`src/rtl/decimal_entry.sv`:
```
// Builds a binary value from MSD-first BCD digits (3 edges per digit), committed on enter; saturates at 2**WIDTH-1.
// No backpressure: strobes that arrive while busy are dropped and flagged. Optional echo display under `ECHO_DISPLAY_EN.
module decimal_entry #(
    parameter int WIDTH      = 6,
    parameter int MAX_DIGITS = 2
) (
    input  logic             clock,
    input  logic             resetn,
    input  logic [3:0]       digit_in,
    input  logic             digit_valid,
    input  logic             enter,
    input  logic             clear,
    output logic [WIDTH-1:0] value_out,
    output logic             value_valid,
    output logic             busy,
    output logic [1:0]       digit_count,
    output logic             error
`ifdef ECHO_DISPLAY_EN
    ,
    output logic [6:0]       hex0,
    output logic [6:0]       hex1
`endif
);

    localparam int ACC_W = WIDTH + 4;
    localparam logic [ACC_W-1:0] MAX_VAL = ACC_W'((1 << WIDTH) - 1);
    localparam logic [1:0]       MAX_CNT = 2'(MAX_DIGITS);

    typedef enum logic [1:0] {
        S_IDLE,
        S_ACCUM,
        S_MUL1,
        S_MUL2
    } state_t;

    state_t             r_state;
    state_t             w_next;
    logic [ACC_W-1:0]   r_acc;
    logic [ACC_W-1:0]   r_tmp;
    logic [3:0]         r_dreg;
    logic [1:0]         r_cnt;
    logic               r_err;
    logic [WIDTH-1:0]   r_value;
    logic               r_value_vld;
    logic               w_accept;
    logic               w_commit;
    logic               w_err_set;
    logic [WIDTH-1:0]   w_sat;

    assign w_sat = (r_acc > MAX_VAL) ? MAX_VAL[WIDTH-1:0] : r_acc[WIDTH-1:0];

    always_ff @(posedge clock or negedge resetn) begin
        if (!resetn) begin
            r_state <= S_IDLE;
        end else begin
            r_state <= w_next;
        end
    end

    // Priority clear > enter > digit_valid; digit+enter together is always a rejected digit.
    always_comb begin
        w_next    = r_state;
        w_accept  = 1'b0;
        w_commit  = 1'b0;
        w_err_set = 1'b0;
        busy      = (r_state == S_MUL1) || (r_state == S_MUL2);
        if (clear) begin
            w_next = S_IDLE;
        end else begin
            case (r_state)
                S_IDLE, S_ACCUM: begin
                    if (enter) begin
                        if (r_state == S_ACCUM) begin
                            w_commit = 1'b1;
                            w_next   = S_IDLE;
                            if (r_acc > MAX_VAL) begin
                                w_err_set = 1'b1;
                            end
                        end
                        if (digit_valid) begin
                            w_err_set = 1'b1;
                        end
                    end else if (digit_valid) begin
                        if ((digit_in <= 4'd9) && (r_cnt < MAX_CNT)) begin
                            w_accept = 1'b1;
                            w_next   = S_MUL1;
                        end else begin
                            w_err_set = 1'b1;
                        end
                    end
                end
                S_MUL1: begin
                    w_next    = S_MUL2;
                    w_err_set = enter || digit_valid;
                end
                default: begin
                    w_next    = S_ACCUM;
                    w_err_set = enter || digit_valid;
                end
            endcase
        end
    end

    always_ff @(posedge clock or negedge resetn) begin
        if (!resetn) begin
            r_acc       <= '0;
            r_tmp       <= '0;
            r_dreg      <= '0;
            r_cnt       <= '0;
            r_err       <= 1'b0;
            r_value     <= '0;
            r_value_vld <= 1'b0;
        end else if (clear) begin
            r_acc       <= '0;
            r_cnt       <= '0;
            r_err       <= 1'b0;
            r_value_vld <= 1'b0;
        end else begin
            r_value_vld <= w_commit;
            if (w_err_set) begin
                r_err <= 1'b1;
            end
            if (w_commit) begin
                r_value <= w_sat;
                r_acc   <= '0;
                r_cnt   <= '0;
            end
            if (w_accept) begin
                r_dreg <= digit_in;
            end
            // acc*10 + digit split as (acc<<3) then + (acc<<1) + digit.
            if (r_state == S_MUL1) begin
                r_tmp <= r_acc << 3;
            end
            if (r_state == S_MUL2) begin
                r_acc <= r_tmp + (r_acc << 1) + ACC_W'(r_dreg);
                r_cnt <= r_cnt + 2'd1;
            end
        end
    end

    assign value_out   = r_value;
    assign value_valid = r_value_vld;
    assign digit_count = r_cnt;
    assign error       = r_err;

`ifdef ECHO_DISPLAY_EN
    logic [3:0] r_echo0;
    logic [3:0] r_echo1;

    always_ff @(posedge clock or negedge resetn) begin
        if (!resetn) begin
            r_echo0 <= '0;
            r_echo1 <= '0;
        end else if (clear || w_commit) begin
            r_echo0 <= '0;
            r_echo1 <= '0;
        end else if (w_accept) begin
            r_echo0 <= digit_in;
            r_echo1 <= r_echo0;
        end
    end

    HexDecoder u_hex0 (.i_digit(r_echo0), .o_seg(hex0));
    HexDecoder u_hex1 (.i_digit(r_echo1), .o_seg(hex1));
`endif

endmodule

`ifdef ECHO_DISPLAY_EN
// Seven-segment decoder, segments {g,f,e,d,c,b,a}, active-low.
module HexDecoder (
    input  logic [3:0] i_digit,
    output logic [6:0] o_seg
);
    always_comb begin
        o_seg = 7'h7F;
        case (i_digit)
            4'h0: o_seg = 7'b1000000;
            4'h1: o_seg = 7'b1111001;
            4'h2: o_seg = 7'b0100100;
            4'h3: o_seg = 7'b0110000;
            4'h4: o_seg = 7'b0011001;
            4'h5: o_seg = 7'b0010010;
            4'h6: o_seg = 7'b0000010;
            4'h7: o_seg = 7'b1111000;
            4'h8: o_seg = 7'b0000000;
            4'h9: o_seg = 7'b0010000;
            4'hA: o_seg = 7'b0001000;
            4'hB: o_seg = 7'b0000011;
            4'hC: o_seg = 7'b1000110;
            4'hD: o_seg = 7'b0100001;
            4'hE: o_seg = 7'b0000110;
            default: o_seg = 7'b0001110;
        endcase
    end
endmodule
`endif
```
`config.mk`:
```
export PLATFORM = sky130hd
export DESIGN_NAME = decimal_entry
export DESIGN_NICKNAME = d
export VERILOG_FILES = /design/src/rtl/decimal_entry.sv
export SDC_FILE = /design/constraint.sdc
export NUM_CORES = 1
export LEC_CHECK = 0
export BUFFER_PORTS_ARGS = -buffer_cell sky130_fd_sc_hd__buf_2
export CAP_MARGIN = 20
export CORE_MARGIN = 2
export CORE_UTILIZATION = 55
export DETAILED_ROUTE_END_ITERATION = 8
export PLACE_DENSITY = 0.81
export SKIP_CTS_REPAIR_TIMING = 1
export SLEW_MARGIN = 0
export SYNTH_ARGS = -nofsm -noshare
export SYNTH_HDL_FRONTEND = slang
export SYNTH_SLANG_ARGS = --single-unit
export TNS_END_PERCENT = 10
```
`constraint.sdc`:
```
create_clock -name clock -period 4 [get_ports clock]
set_input_delay 0.2 -clock clock [delete_from_list [all_inputs] [get_ports clock]]
set_output_delay 0.2 -clock clock [all_outputs]
set_load 0.01 [all_outputs]
```
# After elaboration in Yosys (flattened, before gate mapping)
# Index checks and enable logic that the tools add are counted.
# totals
in_bits	9
ram_bits	0
wordCells	65
out_inout_bits	11
ff_bits	33
latchBits	0
n_memories	0
romBits	0
# classes
bitwise	1
reduce_logical	11
n_lt_le_gt_ge	3
n_addsub	3
shifts	0
n_div	0
n_eq_ne	6
multipliers	0
mux	33
# op_table
operator	n
two-way mux 10 bit	3
two-way mux 1 bit	20
two-way mux 2 bit	8
inequality test 4 bit (second input constant)	3
adder 10 bit	1
adder 10 x 4 -> 10 bit	1
greater-than comparator 10 x 6 -> 1 bit (second input constant)	1
two-way mux 6 bit	1
AND reduction 2 bit	3
== test 2 bit (second input constant)	2
less-or-equal comparator 4 bit (second input constant)	1
one-hot mux 2 bit (2 select lines)	1
AND reduction 3 bit	1
nonzero test 3 bit	1
adder 2 x 1 -> 2 bit (second input constant)	1
== test 2 x 1 -> 1 bit (second input constant)	1
logical NOT 2 bit	1
logical OR 1 bit	2
< comparator 2 bit (second input constant)	1
nonzero test 2 bit	1
OR reduction 2 bit	1
logical AND 1 bit	1
NOT 1 bit	1

# Depth between registers and ports, before layout
# Gate-level depths: netlist of run 1.
# depth
depth_word	9
mapped_depth	9
mapped_depth_nobuf	9

# Least setup slack after synthesis of run 1
# Ideal clock, no wire load.
# synth_path
kind	reg2reg
from	register r_acc[2]
to	register r_acc[8]
setup_ns	0.121
path_stages_with_launch	10
arrival_ns	2.274
n_path_buf	0
synth_period_minus_slack_ns	2.395
t_required_ns	3.879
setup_slack_ns	1.605
cell_sequence	dfrtp_1 > inv_1 > fa_1 > inv_1 > fa_1 > a21o_1 > a211oi_1 > o21bai_1 > xor2_1 > a22o_1
# synth_between
elab_chain_cells	4
# synth_lines
item	line_no	text
start: declaration	38	logic [ACC_W-1:0] r_acc;
start signal: assignment	136	r_acc <= r_tmp + (r_acc << 1) + ACC_W'(r_dreg);
adder 10 bit	136	
adder 10 x 4 -> 10 bit	136	
two-way mux 10 bit	135	if (r_state == S_MUL2) begin
two-way mux 10 bit	113	end else if (clear) begin
# No other way between the ends.
# A chain may end at the register's enable or synchronous reset.

# Final worst setup path of run 1
# Same ends and word-level chain as after synthesis.

==> flow_metrics.tcl, run 1 <==
set metrics [dict create \
    status "finished, final reports clean" \
    first_iter_violations 28 \
    clkPwrFrac_pct 26.4 \
    portBuffers 19 \
    crit_fanout 4 \
    drc 0 \
    synth_area_sq_mm 0.00171 \
    worst_slew_pin_slew_ps 829 \
    core-area_sq_mm 0.00300 \
    grt_start_max_net_pins 34 \
    crit_chain "inv_1 -> fa_1 -> inv_1 -> fa_1 -> a21o_1 -> a211oi_1 -> o21bai_1 -> xor2_1 -> a22o_1" \
    critPathRequiredTime_ps 4240 \
    hp-class "in2reg" \
    cpPeakStageDelay_ps 530 \
    start_kind "flip-flop" \
    cts_buffers 5 \
    synth-async-reset-ratio_pct 100 \
    dp_hpwl_mm 2.26 \
    path_buf_inv 2 \
    ys_seq_elements 33 \
    antenna_found_initial 0 \
    clk_latency_ps 340 \
    cp.arrival_ps 2750 \
    post_drt_via_cell_ratio 5.80 \
    sequentialPowerShare_pct 56.2 \
    hold_ws_ps 103 \
    design_area_sq_mm 0.00187 \
    vias 1131 \
    grt_pass1_vias 1139 \
    p_switching_mw 0.192 \
    cts.clk_slew.worst_paths_ps 100 \
    post-route-min-period_ps 2510 \
    comb_power_share_pct 17.5 \
    p_per_area_mw_per_mm2 366 \
    fin_nets 186 \
    grt-ovfl-total 0 \
    synth.distinct_cells 35 \
    cts-root-buf "clkbuf_4" \
    cts.sinks 33 \
    setup_viol_count_final 0 \
    swShare_pct 28.0 \
    start_util_pct 56.8 \
    syn2layout_area_growth_pct 9.75 \
    setup_tns_ps 0 \
    cts_buffer_depth 2 \
    routed_wl_mm 3.05 \
    clock_skew_ps 15.3 \
    slowest_stage "fa_1" \
    synth_edf_count 0 \
    row_count 20 \
    synth_fp_nets 164 \
    fill_cells 226 \
    path_class "reg2reg" \
    placed_cell_area_sq_mm 0.00181 \
    drv_slew 0 \
    grt_first_pass_wirelength_mm 4.99 \
    dr.pass1.iters 4 \
    final_common_cell "dfrtp_1" \
    globalRouteTotalUtil_pct 19.7 \
    timing.fmax_ghz 0.398 \
    synth.avg_cell_area_sq_um 12.3 \
    ios 20 \
    gp_congestion 0.745 \
    grt_setup_unrepaired "false" \
    syn_inst 139 \
    end_kind "flip-flop" \
    ys_seq_area_share_pct 48.4 \
    ant_nets 0 \
    yosysWarnings 0 \
    cts_tree "yes" \
    n_antenna_cell 0 \
    die_x_um 59.7 \
    wl_per_cell_um 15.6 \
    die_h_um 59.7 \
    drive_gt1_share_pct 27.2 \
    p_leak_nw 1.00 \
    die_area_sq_mm 0.00356 \
    timing_hold_violations_final 0 \
    synthFlopType "dfrtp_1" \
    ir_drop_v 0.000180 \
    critical-path-top-delay-family "adder cells" \
    intPower_mw 0.494 \
    htree_levels 2 \
    finalCritPeriodShare_pct 62.8 \
    layout_common_cells "dfrtp_1 (33), buf_2 (19), ha_1 (14), a22o_1 (10), inv_1 (7)" \
    slew_headroom_pct 44.5 \
    maxCapViolCount 0 \
]
[power groups by stage]
stage	sequential [mW]	combinational [mW]	clock, mW
floorplan	0.399	0.0681	0
global placement	0.391	0.115	0
detailed placement	0.393	0.119	0
CTS	0.386	0.121	0.186
global route	0.390	0.134	0.201
finish	0.386	0.120	0.181
[per-stage QoR]
stage / cells / power, mW / setup slack (ps) / util (%)
floorplan: 139 / 0.467 / 1600 / -
global placement: 186 / 0.506 / 1540 / 60.3
detailed placement: 186 / 0.512 / 1480 / 60.3
CTS: 194 / 0.692 / 1480 / 62.0
global route: 195 / 0.726 / 1350 / 62.4
finish: 195 / 0.686 / 1490 / 62.4
[cell families (layout without fill, tap and decap cells)]
family                     after synthesis  count (layout)  synth area share [%]
and+or+nand+nor                         20              20                  6.67
buffers and inverters                   12              35                  3.37
xor gates and xnor gates                 8               8                  4.11
DFF                                     33              33                  48.4
AOI/OAI and AO/OA                       40              40                  17.4
muxes                                   10              10                  7.48
adders and majority gates               16              16                  12.6
[worst paths after layout]
check,from,endpoint,slack [ps],cells past startpoint
max in group asynchronous,resetn,r_dreg[1],3100,2
min in group asynchronous,resetn,r_acc[1],440,2
worst min-delay path,digit_in[0],r_dreg[0],100,2
worst min register to register,r_dreg[0],r_acc[0],510,1
worst max register to register,r_acc[2],r_acc[8],1490,9
worst max-delay path,r_acc[2],r_acc[8],1490,9
[cells in the mapped netlist, types with 2 or more instances]
master | count | area (sq um)
xnor2_1 | 5 | 43.8
fa_1 | 2 | 40.0
dfrtp_1 | 33 | 826
o22a_1 | 6 | 52.6
or2_2 | 2 | 12.5
nor3_1 | 2 | 10.0
xor2_1 | 3 | 26.3
nor2_1 | 3 | 11.3
a22o_1 | 10 | 87.6
inv_1 | 7 | 26.3
mux2_4 | 4 | 60.1
o21ai_1 | 3 | 15.0
o21ai_0 | 6 | 30.0
nand2b_1 | 2 | 12.5
ha_1 | 14 | 175
clkbuf_1 | 2 | 7.51
mux2_2 | 6 | 67.6
a31oi_1 | 2 | 12.5
a21oi_1 | 4 | 20.0
nand2_1 | 6 | 22.5
a21o_1 | 3 | 22.5
[state kept, by name, indices dropped and copies added, names as in the netlist]
signal	flops
value_valid	1
digit_count	2
r_tmp	7
r_acc	10
r_state	2
value_out	6
error	1
r_dreg	4
[layout make-up]
class / count / area (sq um) / area share (%)
flip-flops and latches: 33 / 826 / 44.1
multi-input cells: 94 / 823 / 44.0
clock inverters: 2 / 10.0 / 0.534
clock buffers: 6 / 41.3 / 2.20
inverters: 7 / 26.3 / 1.40
well taps: 33 / 41.3 / 2.20
repair buffers: 20 / 105 / 5.61
[metal layers]
metal / wire (um) / part of all wire [%] / GRT usage [%]
met3: 110 / 3.6 / 6.49
met4: 17 / 0.56 / 8.25
met1: 1460 / 48 / 24.3
met2: 1460 / 48 / 31.7
met5: 0 / 0 / 0
No activity file was read; power rests on OpenSTA's default activity.
==> inputs of run 2 (changes only) <==
--- a/config.mk
+++ b/config.mk
@@ -8,9 +8,9 @@
 export BUFFER_PORTS_ARGS = -buffer_cell sky130_fd_sc_hd__buf_2
 export CAP_MARGIN = 20
 export CORE_MARGIN = 2
-export CORE_UTILIZATION = 55
+export CORE_UTILIZATION = 51
 export DETAILED_ROUTE_END_ITERATION = 8
-export PLACE_DENSITY = 0.81
+export PLACE_DENSITY = 0.79
 export SKIP_CTS_REPAIR_TIMING = 1
 export SLEW_MARGIN = 0
 export SYNTH_ARGS = -nofsm -noshare
==> constraint.sdc (replaced) <==
create_clock -name clock -period 2.3 [get_ports clock]
set_input_delay 0.115 -clock clock [delete_from_list [all_inputs] [get_ports clock]]
set_output_delay 0.115 -clock clock [all_outputs]
set_load 0.01 [all_outputs]
==> flow_metrics.tcl, run 2 (same netlist as run 1, synthesis figures left out) <==
set metrics [dict create \
    grt_start_max_net_pins 34 \
    globalRouteTotalUtil_pct 18.1 \
    power_mw 1.22 \
    intPower_mw 0.896 \
    crit_top_cell "inv_2" \
    ant_nets 0 \
    drive_gt1_share_pct 30.9 \
    p_leak_nw 1.02 \
    comb_power_share_pct 18.1 \
    grt_first_pass_wirelength_mm 4.92 \
    crit_chain "inv_2 -> fa_1 -> inv_2 -> fa_2 -> a21o_1 -> a211oi_2 -> o21bai_1 -> xor2_1 -> a22o_1" \
    grt_setup_unrepaired "true" \
    syn2layout_area_growth_pct 13.1 \
    whs_path_depth 2 \
    die_x_um 61.8 \
    crit_fanout 2 \
    vias 1160 \
    post-place-ws_ps -44.1 \
    n_antenna_cell 0 \
    critPathRequiredTime_ps 2530 \
    core-area_sq_mm 0.00328 \
    cts.sinks 33 \
    die_h_um 61.8 \
    row_count 21 \
    first_iter_violations 81 \
    antenna_found_initial 0 \
    reg2reg_depth 9 \
    sequentialPowerShare_pct 54.8 \
    routed_wl_mm 3.13 \
    slew_headroom_pct 46.6 \
    die_area_sq_mm 0.00382 \
    path_class "reg2reg" \
    top_register "r_acc" \
    status "complete, but fails checks" \
    final_common_cell "dfrtp_1" \
    gp_congestion 0.782 \
    grt_pass1_vias 1031 \
    maxCapViolCount 0 \
    drv_slew 0 \
    start_util_pct 52.0 \
    finalCritPeriodShare_pct 102 \
    wl_per_cell_um 14.8 \
    cts_buffers 5 \
    grt-ovfl-total 0 \
    largest_register_ffs 10 \
    cts_tree "yes" \
    cp.arrival_ps 2570 \
    worst_slew_pin_slew_ps 798 \
    slowest_stage "fa_1" \
    fin_ws_ps -35.8 \
    hp-class "in2reg" \
    timing_hold_violations_final 0 \
    cts_buffer_depth 2 \
    clock_skew_ps 4.89 \
    clkPwrFrac_pct 27.0 \
    layout_common_cells "dfrtp_1 (33), buf_2 (19), ha_1 (14), a22o_1 (10)" \
    post-route-min-period_ps 2340 \
    swShare_pct 26.6 \
    start_kind "flip-flop" \
    p_switching_mw 0.325 \
    dp_hpwl_mm 2.33 \
    fin_nets 190 \
    post_drt_via_cell_ratio 5.50 \
    ios 20 \
    cts-root-buf "clkbuf_4" \
    dr.pass1.iters 4 \
    setup_viol_count_final 2 \
    htree_levels 2 \
    cts.clk_slew.worst_paths_ps 100 \
    timing.fmax_ghz 0.428 \
    violations "negative setup slack" \
    drc 0 \
    ir_drop_v 0.000223 \
    end_kind "flip-flop" \
    clk_latency_ps 330 \
    p_per_area_mw_per_mm2 632 \
    cpPeakStageDelay_ps 550 \
    portBuffers 19 \
]
-- run 2: cell count changes in the layout (fill, tap and decap cells not counted), sizes merged --
| cell | delta |
|---|---|
| buf | +4 |
| clkinv | -2 |
| clkbuf | +1 |
-- run 2: power by group through the flow --
stage                     sequential, mW  clock [mW]  combinational, mW
after floorplan                    0.694           0              0.119
after global placement             0.678           0              0.201
after detailed placement           0.682           0              0.214
after CTS                          0.670       0.334              0.215
after global routing               0.676       0.362              0.250
final                              0.669       0.330              0.221
-- run 2: cell type report --
class / instances / area (sq um)
Clock buffer: 7 / 55.1
Fill cell: 263 / 1350
Inverter: 7 / 26.3
Multi-Input combinational cell: 94 / 831
Sequential cell: 33 / 826
Tap cell: 46 / 57.6
Timing Repair Buffer: 24 / 135
-- run 2: worst max-delay path, delay by kind of cell (launching register included) --
family	cells	cell delay [ps]
adder cells (fa/ha/maj)	2	900
flip-flops	1	380
buffers and inverters	2	110
XOR/XNOR	1	150
AO/OA/AOI/OAI	4	690
-- run 2: per-layer routing --
layer / vias up / global-route usage [%] / share of wire (%) / routed length (um)
li1: 563 / - / - / -
met1: 568 / 24.6 / 47 / 1470
met2: 23 / 28.1 / 48 / 1510
met3: 6 / 4.97 / 3.1 / 96
met4: 0 / 6.38 / 1.6 / 50
met5: - / 0 / 0 / 0
-- run 2: final timing paths --
path                         startpoint      endpoint  slack, ps
min reg2reg                value_out[5]  value_out[5]        510
min                         digit_in[0]     r_dreg[0]         10
min in group asynchronous        resetn      r_tmp[9]        380
max reg2reg                   r_dreg[3]      r_acc[8]        -40
max in group asynchronous        resetn      r_tmp[3]       1450
max                           r_dreg[3]      r_acc[8]        -40
-- run 2: per-stage QoR --
stage                     cell area, sq um  hold slack [ps]  utilization [%]  setup TNS, ps  cells
after floorplan                       1710             -181                -              0    139
after detailed placement              1860              218             56.6          -68.6    202
after global placement                1860              197             56.6              0    202
final                                 1930             11.4             58.8          -42.0    211
after CTS                             1910             -151             58.2          -92.5    209
after global routing                  1930            0.852             58.8           -247    211
==> inputs of run 3 (changes only) <==
--- a/config.mk
+++ b/config.mk
@@ -8,9 +8,10 @@
 export BUFFER_PORTS_ARGS = -buffer_cell sky130_fd_sc_hd__buf_2
 export CAP_MARGIN = 20
 export CORE_MARGIN = 2
-export CORE_UTILIZATION = 51
+export CORE_UTILIZATION = 55
 export DETAILED_ROUTE_END_ITERATION = 8
-export PLACE_DENSITY = 0.79
+export PLACE_DENSITY = 0.81
+export RECOVER_POWER = 100
 export SKIP_CTS_REPAIR_TIMING = 1
 export SLEW_MARGIN = 0
 export SYNTH_ARGS = -nofsm -noshare
==> constraint.sdc (replaced) <==
create_clock -name clock -period 2.8 [get_ports clock]
set_input_delay 0.14 -clock clock [delete_from_list [all_inputs] [get_ports clock]]
set_output_delay 0.14 -clock clock [all_outputs]
set_load 0.01 [all_outputs]
==> flow_metrics.tcl, run 3 (same netlist as run 1, synthesis figures left out) <==
set metrics [dict create \
    maxCapViolCount 1 \
    syn2layout_area_growth_pct 6.60 \
    timing_hold_violations_final 0 \
    largest_register_ffs 10 \
    dr.pass1.iters 4 \
    cts.sinks 33 \
    end_kind "flip-flop" \
    ir_drop_v 0.000249 \
    multiInputGateArea_sq_um 785 \
    start_util_pct 56.8 \
    layout_common_cells "dfrtp_1 (33), ha_1 (14), clkbuf_1 (13), a22o_1 (10), o21ai_0 (8)" \
    post-route-min-period_ps 2500 \
    crit_chain "inv_1 -> fa_1 -> inv_1 -> fa_1 -> a21o_1 -> a211oi_1 -> o21bai_1 -> xor2_1 -> a22o_1" \
    n_antenna_cell 0 \
    grt_pass1_vias 1139 \
    design_area_sq_mm 0.00182 \
    cp.arrival_ps 2740 \
    globalRouteTotalUtil_pct 19.7 \
    fin_nets 186 \
    drc 0 \
    cts-root-buf "clkbuf_4" \
    clock_skew_ps 17.3 \
    dp_hpwl_mm 2.26 \
    grt_first_pass_wirelength_mm 4.99 \
    hp-class "in2reg" \
    cpPeakStageDelay_ps 530 \
    clk_latency_ps 350 \
    slowest_stage "fa_1" \
    row_count 20 \
    wl_per_cell_um 15.6 \
    routed_wl_mm 3.04 \
    start_kind "flip-flop" \
    ios 20 \
    grt_start_max_net_pins 34 \
    p_per_area_mw_per_mm2 529 \
    grt_setup_unrepaired "false" \
    fill_cells 243 \
    cts.clk_slew.worst_paths_ps 100 \
    setup_tns_ps 0 \
    timing.fmax_ghz 0.399 \
    regArea_sq_um 826 \
    htree_levels 2 \
    dp_cells 186 \
    final_cells 195 \
    antenna_found_initial 0 \
    post_drt_via_cell_ratio 5.78 \
    setup_viol_count_final 0 \
    slew_headroom_pct -13.6 \
    cts_buffer_depth 2 \
    cts_buffers 5 \
    portBuffers 19 \
    drive_gt1_share_pct 14.8 \
    final_common_cell "dfrtp_1" \
    worst_slew_pin_slew_ps 1700 \
    status "complete, but fails checks" \
    first_iter_violations 37 \
    core-area_sq_mm 0.00300 \
    p_leak_nw 0.949 \
    vias 1127 \
    ant_nets 0 \
    violations "max-capacitance violations, max-slew violations" \
    gp_congestion 0.745 \
    die_x_um 59.7 \
    placed_cell_area_sq_mm 0.00181 \
    die_h_um 59.7 \
    grt-ovfl-total 0 \
    top_register "r_acc" \
    crit_fanout 4 \
    critPathRequiredTime_ps 3040 \
    finalCritPeriodShare_pct 89.4 \
    drv_slew 34 \
    cts_tree "yes" \
    die_area_sq_mm 0.00356 \
    path_class "reg2reg" \
]
run 3: worst paths after layout:
path / from / endpoint / slack [ps] / cells after the start
worst max-delay path: r_acc[2] / r_acc[8] / 300 / 9
worst min-delay path: digit_in[0] / r_dreg[0] / 30 / 2
worst max register to register: r_acc[2] / r_acc[8] / 300 / 9
worst min register to register: r_dreg[0] / r_acc[0] / 510 / 1
max in group asynchronous: resetn / r_acc[0] / 1030 / 2
min in group asynchronous: resetn / r_acc[1] / 770 / 2
run 3: metal layers:
metal | vias to the layer above | GRT usage (%) | part of all wire [%]
met4 | 0 | 8.25 | 0.56
met5 | - | 0 | 0
met1 | 549 | 24.3 | 47
met2 | 26 | 31.7 | 48
met3 | 2 | 6.49 | 4.7
li1 | 550 | - | -
run 3: where the power goes:
part	internal (mW)	switching [mW]	total [mW]	leakage, nW
Combinational	0.0696	0.0826	0.152	0.475
Sequential	0.524	0.0275	0.551	0.442
Clock	0.0955	0.163	0.259	0.0320
Total	0.689	0.273	0.962	0.949
run 3: critical path, delay by kind of cell (launching register included):
| kind | cells | cell delay [ps] |
|---|---|---|
| compound gates | 4 | 730 |
| fa+ha+maj | 2 | 990 |
| xor+xnor | 1 | 150 |
| flops | 1 | 400 |
| buf+inv | 2 | 150 |
run 3: area by class of cell:
| class | instances | share of cell area [%] |
|---|---|---|
| Clock inverter | 2 | 0.550 |
| Multi-Input combinational cell | 94 | 43.1 |
| Inverter | 7 | 1.44 |
| Clock buffer | 6 | 2.27 |
| Sequential cell | 33 | 45.4 |
| Timing Repair Buffer | 20 | 4.95 |
| Tap cell | 33 | 2.27 |
run 3: per-stage QoR:
step | util [%] | setup slack [ps] | power [mW] | hold slack [ps]
CTS | 62.0 | 277 | 0.989 | -146
global placement | 60.3 | 338 | 0.723 | 222
floorplan | - | 405 | 0.667 | -156
global route | 60.6 | 121 | 1.02 | 19.8
detailed placement | 60.3 | 278 | 0.732 | 235
finish | 60.6 | 297 | 0.962 | 27.9
